`src/rtl/enc_counter_if.sv`:
```
// Bundles the sample strobe, encoder pins, host strobes and the position /
// status results of the quadrature counter into one port.
interface enc_counter_if #(
  parameter int W = 16
);

  logic         smp_en;
  logic         enc_a;
  logic         enc_b;
  logic         enc_z;
  logic         latch;
  logic         clr;
  logic [W-1:0] count;
  logic [W-1:0] count_snap;
  logic [W-1:0] index_snap;
  logic         index_seen;
  logic         qerr;

  // Driving side: divider, encoder pins and SPI slave; reads the results.
  modport master (
    output smp_en, enc_a, enc_b, enc_z, latch, clr,
    input  count, count_snap, index_snap, index_seen, qerr
  );

  // Counter side: consumes the strobes and pins, produces the results.
  modport slave (
    input  smp_en, enc_a, enc_b, enc_z, latch, clr,
    output count, count_snap, index_snap, index_seen, qerr
  );

endinterface

```
`src/rtl/enc_counter.sv`:
```
// Quadrature encoder position counter.
// Raw A/B/Z pins are synchronized, glitch filtered on the shared sample
// strobe, then decoded into up/down steps of a wrapping position count.
// Also keeps a host snapshot (latch), an index snapshot (Z rising edge)
// and sticky index-seen / quadrature-error flags.
module enc_counter #(
  parameter int W   = 16,
  parameter int FLT = 3
) (
  input logic          clk,
  input logic          rst,
  enc_counter_if.slave bus
);

  // Filter threshold in the width of the per-pin stability counter.
  localparam logic [3:0] FLT_CNT = 4'(FLT);
  localparam logic [W-1:0] ONE = W'(1);

  // Decoded action for one clk, derived from previous vs current filtered AB.
  typedef enum logic [1:0] {
    STEP_NONE,
    STEP_UP,
    STEP_DOWN,
    STEP_ERR
  } step_e;

  // Pin vectors are ordered {z, b, a} throughout.
  logic [2:0]   raw_pins;
  logic [2:0]   sync_1;
  logic [2:0]   sync_2;
  logic [2:0]   filt;

  logic [1:0]   prev_ab;
  logic [1:0]   cur_ab;
  logic         z_prev;
  logic         z_rise;
  step_e        step;

  logic [W-1:0] count_q;
  logic [W-1:0] count_snap_q;
  logic [W-1:0] index_snap_q;
  logic         index_seen_q;
  logic         qerr_q;

  assign raw_pins = {bus.enc_z, bus.enc_b, bus.enc_a};

  // Two-flop synchronizer for the asynchronous encoder pins.
  always_ff @(posedge clk or posedge rst) begin
    if (rst) begin
      sync_1 <= '0;
      sync_2 <= '0;
    end else begin
      sync_1 <= raw_pins;
      sync_2 <= sync_1;
    end
  end

  // One glitch filter per pin: the filtered state only follows the
  // synchronized pin once it has disagreed for FLT consecutive strobes;
  // any clk of agreement restarts the count.
  for (genvar i = 0; i < 3; i++) begin : g_filter
    logic [3:0] stab_cnt;
    logic       state;

    // Stability counter and filtered state for this pin.
    always_ff @(posedge clk or posedge rst) begin
      if (rst) begin
        stab_cnt <= '0;
        state    <= 1'b0;
      end else if (sync_2[i] == state) begin
        stab_cnt <= '0;
      end else if (bus.smp_en) begin
        if (stab_cnt + 4'd1 == FLT_CNT) begin
          state    <= sync_2[i];
          stab_cnt <= '0;
        end else begin
          stab_cnt <= stab_cnt + 4'd1;
        end
      end
    end

    assign filt[i] = state;
  end

  // Current filtered {A,B}; A is the most significant bit of the Gray code.
  assign cur_ab = {filt[0], filt[1]};
  assign z_rise = filt[2] & ~z_prev;

  // Remember last clk's filtered AB and Z for edge / direction detection.
  always_ff @(posedge clk or posedge rst) begin
    if (rst) begin
      prev_ab <= 2'b00;
      z_prev  <= 1'b0;
    end else begin
      prev_ab <= cur_ab;
      z_prev  <= filt[2];
    end
  end

  // Gray-code decode: one-bit moves give a direction, two-bit moves are errors.
  always_comb begin
    step = STEP_NONE;
    case ({prev_ab, cur_ab})
      4'b00_01, 4'b01_11, 4'b11_10, 4'b10_00: step = STEP_UP;
      4'b00_10, 4'b10_11, 4'b11_01, 4'b01_00: step = STEP_DOWN;
      4'b00_11, 4'b11_00, 4'b01_10, 4'b10_01: step = STEP_ERR;
      default:                                step = STEP_NONE;
    endcase
  end

  // Position count and sticky flags; clr wins over any same-cycle event.
  always_ff @(posedge clk or posedge rst) begin
    if (rst) begin
      count_q      <= '0;
      qerr_q       <= 1'b0;
      index_seen_q <= 1'b0;
    end else if (bus.clr) begin
      count_q      <= '0;
      qerr_q       <= 1'b0;
      index_seen_q <= 1'b0;
    end else begin
      case (step)
        STEP_UP:   count_q <= count_q + ONE;
        STEP_DOWN: count_q <= count_q - ONE;
        STEP_ERR:  qerr_q  <= 1'b1;
        default:   count_q <= count_q;
      endcase
      if (z_rise) begin
        index_seen_q <= 1'b1;
      end
    end
  end

  // Snapshots capture the count as it stood before this cycle's update;
  // clr deliberately leaves both snapshots alone.
  always_ff @(posedge clk or posedge rst) begin
    if (rst) begin
      count_snap_q <= '0;
      index_snap_q <= '0;
    end else begin
      if (bus.latch) begin
        count_snap_q <= count_q;
      end
      if (z_rise) begin
        index_snap_q <= count_q;
      end
    end
  end

  assign bus.count      = count_q;
  assign bus.count_snap = count_snap_q;
  assign bus.index_snap = index_snap_q;
  assign bus.index_seen = index_seen_q;
  assign bus.qerr       = qerr_q;

endmodule

```
`src/flat_wrapper.sv`:
```
// flat-port wrapper written by rule: the top's interface ports become plain ports
module enc_counter_flat 
#(
  parameter int W   = 16,
  parameter int FLT = 3
)
  (clk, rst, bus_smp_en, bus_enc_a, bus_enc_b, bus_enc_z, bus_latch, bus_clr, bus_count, bus_count_snap, bus_index_snap, bus_index_seen, bus_qerr);
  enc_counter_if #(.W(W)) bus_i ();
  input logic clk;
  input logic rst;
  input wire logic [$bits(bus_i.smp_en)-1:0] bus_smp_en;
  input wire logic [$bits(bus_i.enc_a)-1:0] bus_enc_a;
  input wire logic [$bits(bus_i.enc_b)-1:0] bus_enc_b;
  input wire logic [$bits(bus_i.enc_z)-1:0] bus_enc_z;
  input wire logic [$bits(bus_i.latch)-1:0] bus_latch;
  input wire logic [$bits(bus_i.clr)-1:0] bus_clr;
  output wire logic [$bits(bus_i.count)-1:0] bus_count;
  output wire logic [$bits(bus_i.count_snap)-1:0] bus_count_snap;
  output wire logic [$bits(bus_i.index_snap)-1:0] bus_index_snap;
  output wire logic [$bits(bus_i.index_seen)-1:0] bus_index_seen;
  output wire logic [$bits(bus_i.qerr)-1:0] bus_qerr;
  assign bus_i.smp_en = bus_smp_en;
  assign bus_i.enc_a = bus_enc_a;
  assign bus_i.enc_b = bus_enc_b;
  assign bus_i.enc_z = bus_enc_z;
  assign bus_i.latch = bus_latch;
  assign bus_i.clr = bus_clr;
  assign bus_count = bus_i.count;
  assign bus_count_snap = bus_i.count_snap;
  assign bus_index_snap = bus_i.index_snap;
  assign bus_index_seen = bus_i.index_seen;
  assign bus_qerr = bus_i.qerr;
  enc_counter #(.W(W), .FLT(FLT)) u_core (.clk(clk), .rst(rst), .bus(bus_i));
endmodule
```
`config.mk`:
```
export PLATFORM = sky130hd
export DESIGN_NAME = enc_counter_flat
export DESIGN_NICKNAME = d
export VERILOG_FILES = /design/src/rtl/enc_counter_if.sv /design/src/rtl/enc_counter.sv /design/src/flat_wrapper.sv
export SDC_FILE = /design/constraint.sdc
export NUM_CORES = 1
export LEC_CHECK = 0
export ABC_AREA = 1
export ABC_CLOCK_PERIOD_IN_PS = 1900
export BUFFER_PORTS_ARGS = -buffer_cell sky130_fd_sc_hd__buf_2
export CORE_MARGIN = 5
export CORE_UTILIZATION = 52
export DETAILED_ROUTE_END_ITERATION = 8
export PLACE_DENSITY = 0.79
export SYNTH_ARGS = -nofsm -noshare
export SYNTH_HDL_FRONTEND = slang
export SYNTH_SLANG_ARGS = --single-unit
```
`constraint.sdc`:
```
create_clock -name clk -period 1.9 [get_ports clk]
set_input_delay 0.095 -clock clk [delete_from_list [all_inputs] [get_ports clk]]
set_output_delay 0.095 -clock clk [all_outputs]
set_load 0.01 [all_outputs]
```
==> results by group <==
Finish
  – Ant. Diodes: 0
  – Fin util: 71.22%
  – P&R area growth vs syn: 32.35%
  – Layout cell share with drive strength beyond 1: 36.63%
  – Layout Nets: 589

Setup path
  – CP Data Arrival Time: 2340 ps
  – Buffers plus inverters on the worst setup path: 3
  – Critical path origin: u_core.prev_ab[0]
  – CP delay by family, top: simple AND/OR/NAND/NOR gates
  – CP endpoint kind: flop
  – CP peak stage delay: 430 ps
  – Reg2reg end: u_core.bus.count[10]
  – R2r worst-path depth: 18
  – Reg2reg setup slack: -170 ps
  – CP max FO: 7
  – Critical path launch point type: flop
  – WS Path Type: reg -> reg
  – Worst path required time: 2160 ps
  – CP Depth: 18
  – Slowest cell on crit path: dfrtp_1
  – Critical Path, Cell by Cell: inv_2, nand2_4, nand3_4, nand2_4, nand2_8, nand2_4, nand2_2, inv_2, ha_4, inv_4, nand2_4, nand4_4, o21bai_4, nand2_1, nand2_1, nand2_1, nand3_1, nand2_1
  – R2r startpoint: u_core.prev_ab[0]

Pwr
  – Clock power frac: 12.4%
  – Int Power: 5.175 mW
  – Power, Total: 9.759 mW
  – Flop pwr share: 26.3%
  – P_leak: 2.619 nW
  – Net Sw Power: 4.584 mW
  – Combinational Power Share: 61.3%
  – PD cells: 1869 nW/um^2
  – Switching fraction of total power: 46.98%
  – Peak supply drop: 812.0 uV

Logic synthesis
  – YS warnings: 0
  – Share of the synthesized area in the top cell type: 46.94%
  – Mapped Cells: 469
  – Syn nets: 486
  – Avg Inst Size Synth: 8.412 um^2
  – Synth Flop Type: dfrtp_1
  – Largest cells by area after synthesis: dfrtp_1, nand2_1, nand3_1
  – #FFs+latches synth: 74
  – Sequential fraction of the synthesis area: 46.94%
  – Asr flop ratio synth: 100.0%
  – Number of synthesized flops with an enable pin: 0
  – Area leader, netlist: dfrtp_1
  – Post-synth cell types: 34
  – Cell Area, Synth: 3945 um^2

Clocking
  – Inserted Clock Buffers: 9
  – Clk Latency, worst-skew pair: 360 ps
  – CTS H-tree depth: 3
  – Reg clk slew, reported paths: 80 ps
  – CTS Buffer Depth: 2
  – CTS tree: built
  – CTS root buf: clkbuf_8
  – Clock Sinks: 74

Floorplanning
  – Die width: 97.10 um
  – Die Height: 97.10 um
  – Row cnt: 31
  – DIE AREA: 9428 um^2
  – Ports: 58
  – Initial Utilization: 53.81%
  – Core area: 7331 um^2

Hold path
  – Hold Path Depth: 2
  – Hold endpoint: u_core.g_filter[1].stab_cnt[0]
  – Worst Hold Launch: bus_smp_en
  – Hold Crit Class: in -> reg

Timing
  – Fin crit share: 109.2%
  – Fmax: 482.0 MHz
  – Final Hold Fails: 0
  – Worst-Margin Slew: 691.7 ps
  – Slew headroom: 53.29%
  – Max Clock Skew: 7.820 ps
  – Minimum clock period: 2075 ps
  – Setup violators final: 11
  – RSZ-0062 raised after global routing: yes
  – Setup WS post-layout: -174.6 ps
  – Slew Viols, Final: 0

Detailed routing
  – DR vias/cell: 5.487
  – DRC Markers: 0
  – WL met1: 4.450 mm
  – Vias: 3704
  – WL final: 11.10 mm
  – Wire length on met2: 5.625 mm
  – DR pass1 iterations: 5
  – Wirelength per Cell: 16.44 um
  – DR WL met3: 714 um
  – Final ANT Viol Nets: 0
  – First DRT Iteration DRCs: 250
  – Top sig layer: met4

Run
  – Max-cap violations: 0

Global route
  – First-pass GRT wire length: 17.31 mm
  – Largest net degree at the start of global routing: 52
  – Total grt overflow: 0
  – GRT Overall Usage: 22.47%
  – Vias in the first global route: 3655
  – Initial antenna violation count: 0

Outcome
  – Outcome: complete, but fails checks
  – Failing checks: setup timing

Placement
  – IO buf count: 57
  – Routability cong.: 1.005
  – DP HPWL: 7.277 mm
[placed cells by master, fill, tap and decap left out, types with 21 or more instances in the layout]
cell type  instances
dfrtp_1           73
buf_4             38
a21oi_1           21
inv_1             52
nor2_1            26
buf_2             57
nand2_1           80
o21ai_0           28
nand3_1           39
nand2_2           24
[cells in the mapped netlist, types with 3 or more instances]
| cell | count |
|---|---|
| a21oi_1 | 23 |
| clkbuf_1 | 10 |
| dfrtp_1 | 74 |
| ha_1 | 9 |
| inv_1 | 58 |
| inv_2 | 3 |
| nand2_1 | 97 |
| nand2_2 | 14 |
| nand2_4 | 4 |
| nand3_1 | 48 |
| nand3_2 | 6 |
| nor2_1 | 34 |
| o21ai_0 | 35 |
| o22ai_1 | 3 |
| o31ai_1 | 7 |
| o41ai_1 | 8 |
| xnor2_1 | 5 |
| xor2_1 | 11 |
| xor2_2 | 3 |
[kinds of logic (layout without fill, tap and decap cells)]
family / count (synthesis) / in the layout / synth area share (%)
AOI/OAI and AO/OA: 81 / 81 / 12.43
and+or+nand+nor: 209 / 209 / 24.67
xor gates and xnor gates: 19 / 19 / 4.789
buffers and inverters: 77 / 184 / 8.310
DFF: 74 / 74 / 46.94
adders and majority gates: 9 / 9 / 2.854
[layer usage]
layer / vias up / track usage (%)
li1: 1733 / -
met1: 1802 / 27.94
met2: 139 / 36.94
met3: 30 / 6.030
met4: 0 / 9.395
met5: - / 0
[power groups by stage]
stage | logic [mW] | registers, mW | clock network (mW)
after floorplan | 3.13 | 2.57 | 0
after global placement | 4.59 | 2.51 | 0
after detailed placement | 4.74 | 2.54 | 0
after CTS | 5.08 | 2.52 | 1.24
after global routing | 6.47 | 2.62 | 1.31
final | 5.98 | 2.57 | 1.21
[how the worst max path moves through the flow]
stage                                end  slack (ps)
floorplan           u_core.bus.count[14]        -110
global placement     u_core.bus.count[8]         -70
detailed placement  u_core.bus.count[10]        -190
CTS                 u_core.bus.count[10]        -100
global route        u_core.bus.count[15]        -310
finish              u_core.bus.count[10]        -170
[stage by stage]
stage                     cell area, um^2  worst slack [ps]  hold slack [ps]  TNS, ps  cells
after floorplan                      4010            -106.0            126.4   -409.0    469
after global placement               4554            -68.45            177.7   -266.0    637
after detailed placement             4554            -187.5            176.1    -1207    637
after CTS                            4927            -104.8            16.56   -505.1    668
after global routing                 5221            -306.5            33.76    -2879    675
final                                5221            -174.6            25.52    -1286    675
[state kept, by name (all words and copies together), names as in the netlist]
name                      count
u_core.bus.count             16
u_core.bus.index_snap        16
u_core.g_filter.state         3
u_core.prev_ab                2
u_core.bus.count_snap        16
u_core.sync_1                 3
u_core.bus.qerr               1
u_core.z_prev                 1
u_core.sync_2                 3
u_core.bus.index_seen         1
u_core.g_filter.stab_cnt     12
[what timing repair did]
action / CTS / global route
endpoints found under the hold margin: 28 / 0
gates cloned: 0 / 1
setup endpoints to repair: 10 / 15
pin swaps: 13 / 22
setup buffers: 12 / 8
hold buffers: 5 / 0
gates resized for setup: 10 / 62
[worst reg2reg max path: cells and delay by family (launching register included)]
family	cells	cell delay, ps
AND/OR/NAND/NOR	13	1040
AO/OA/AOI/OAI	1	190
flip-flops	1	430
buffers and inverters	3	200
adder cells (fa/ha/maj)	1	130
[cell type report]
class | instances | area (um^2)
fillers | 530 | 2110
multi-input cells | 318 | 2092
flip-flops and latches | 74 | 1853
repair buffers | 107 | 716.9
inverters | 62 | 244.0
clock buffers | 9 | 123.9
well taps | 99 | 123.9
clock inverters | 6 | 67.56
Power figures use the tool's default switching activity.
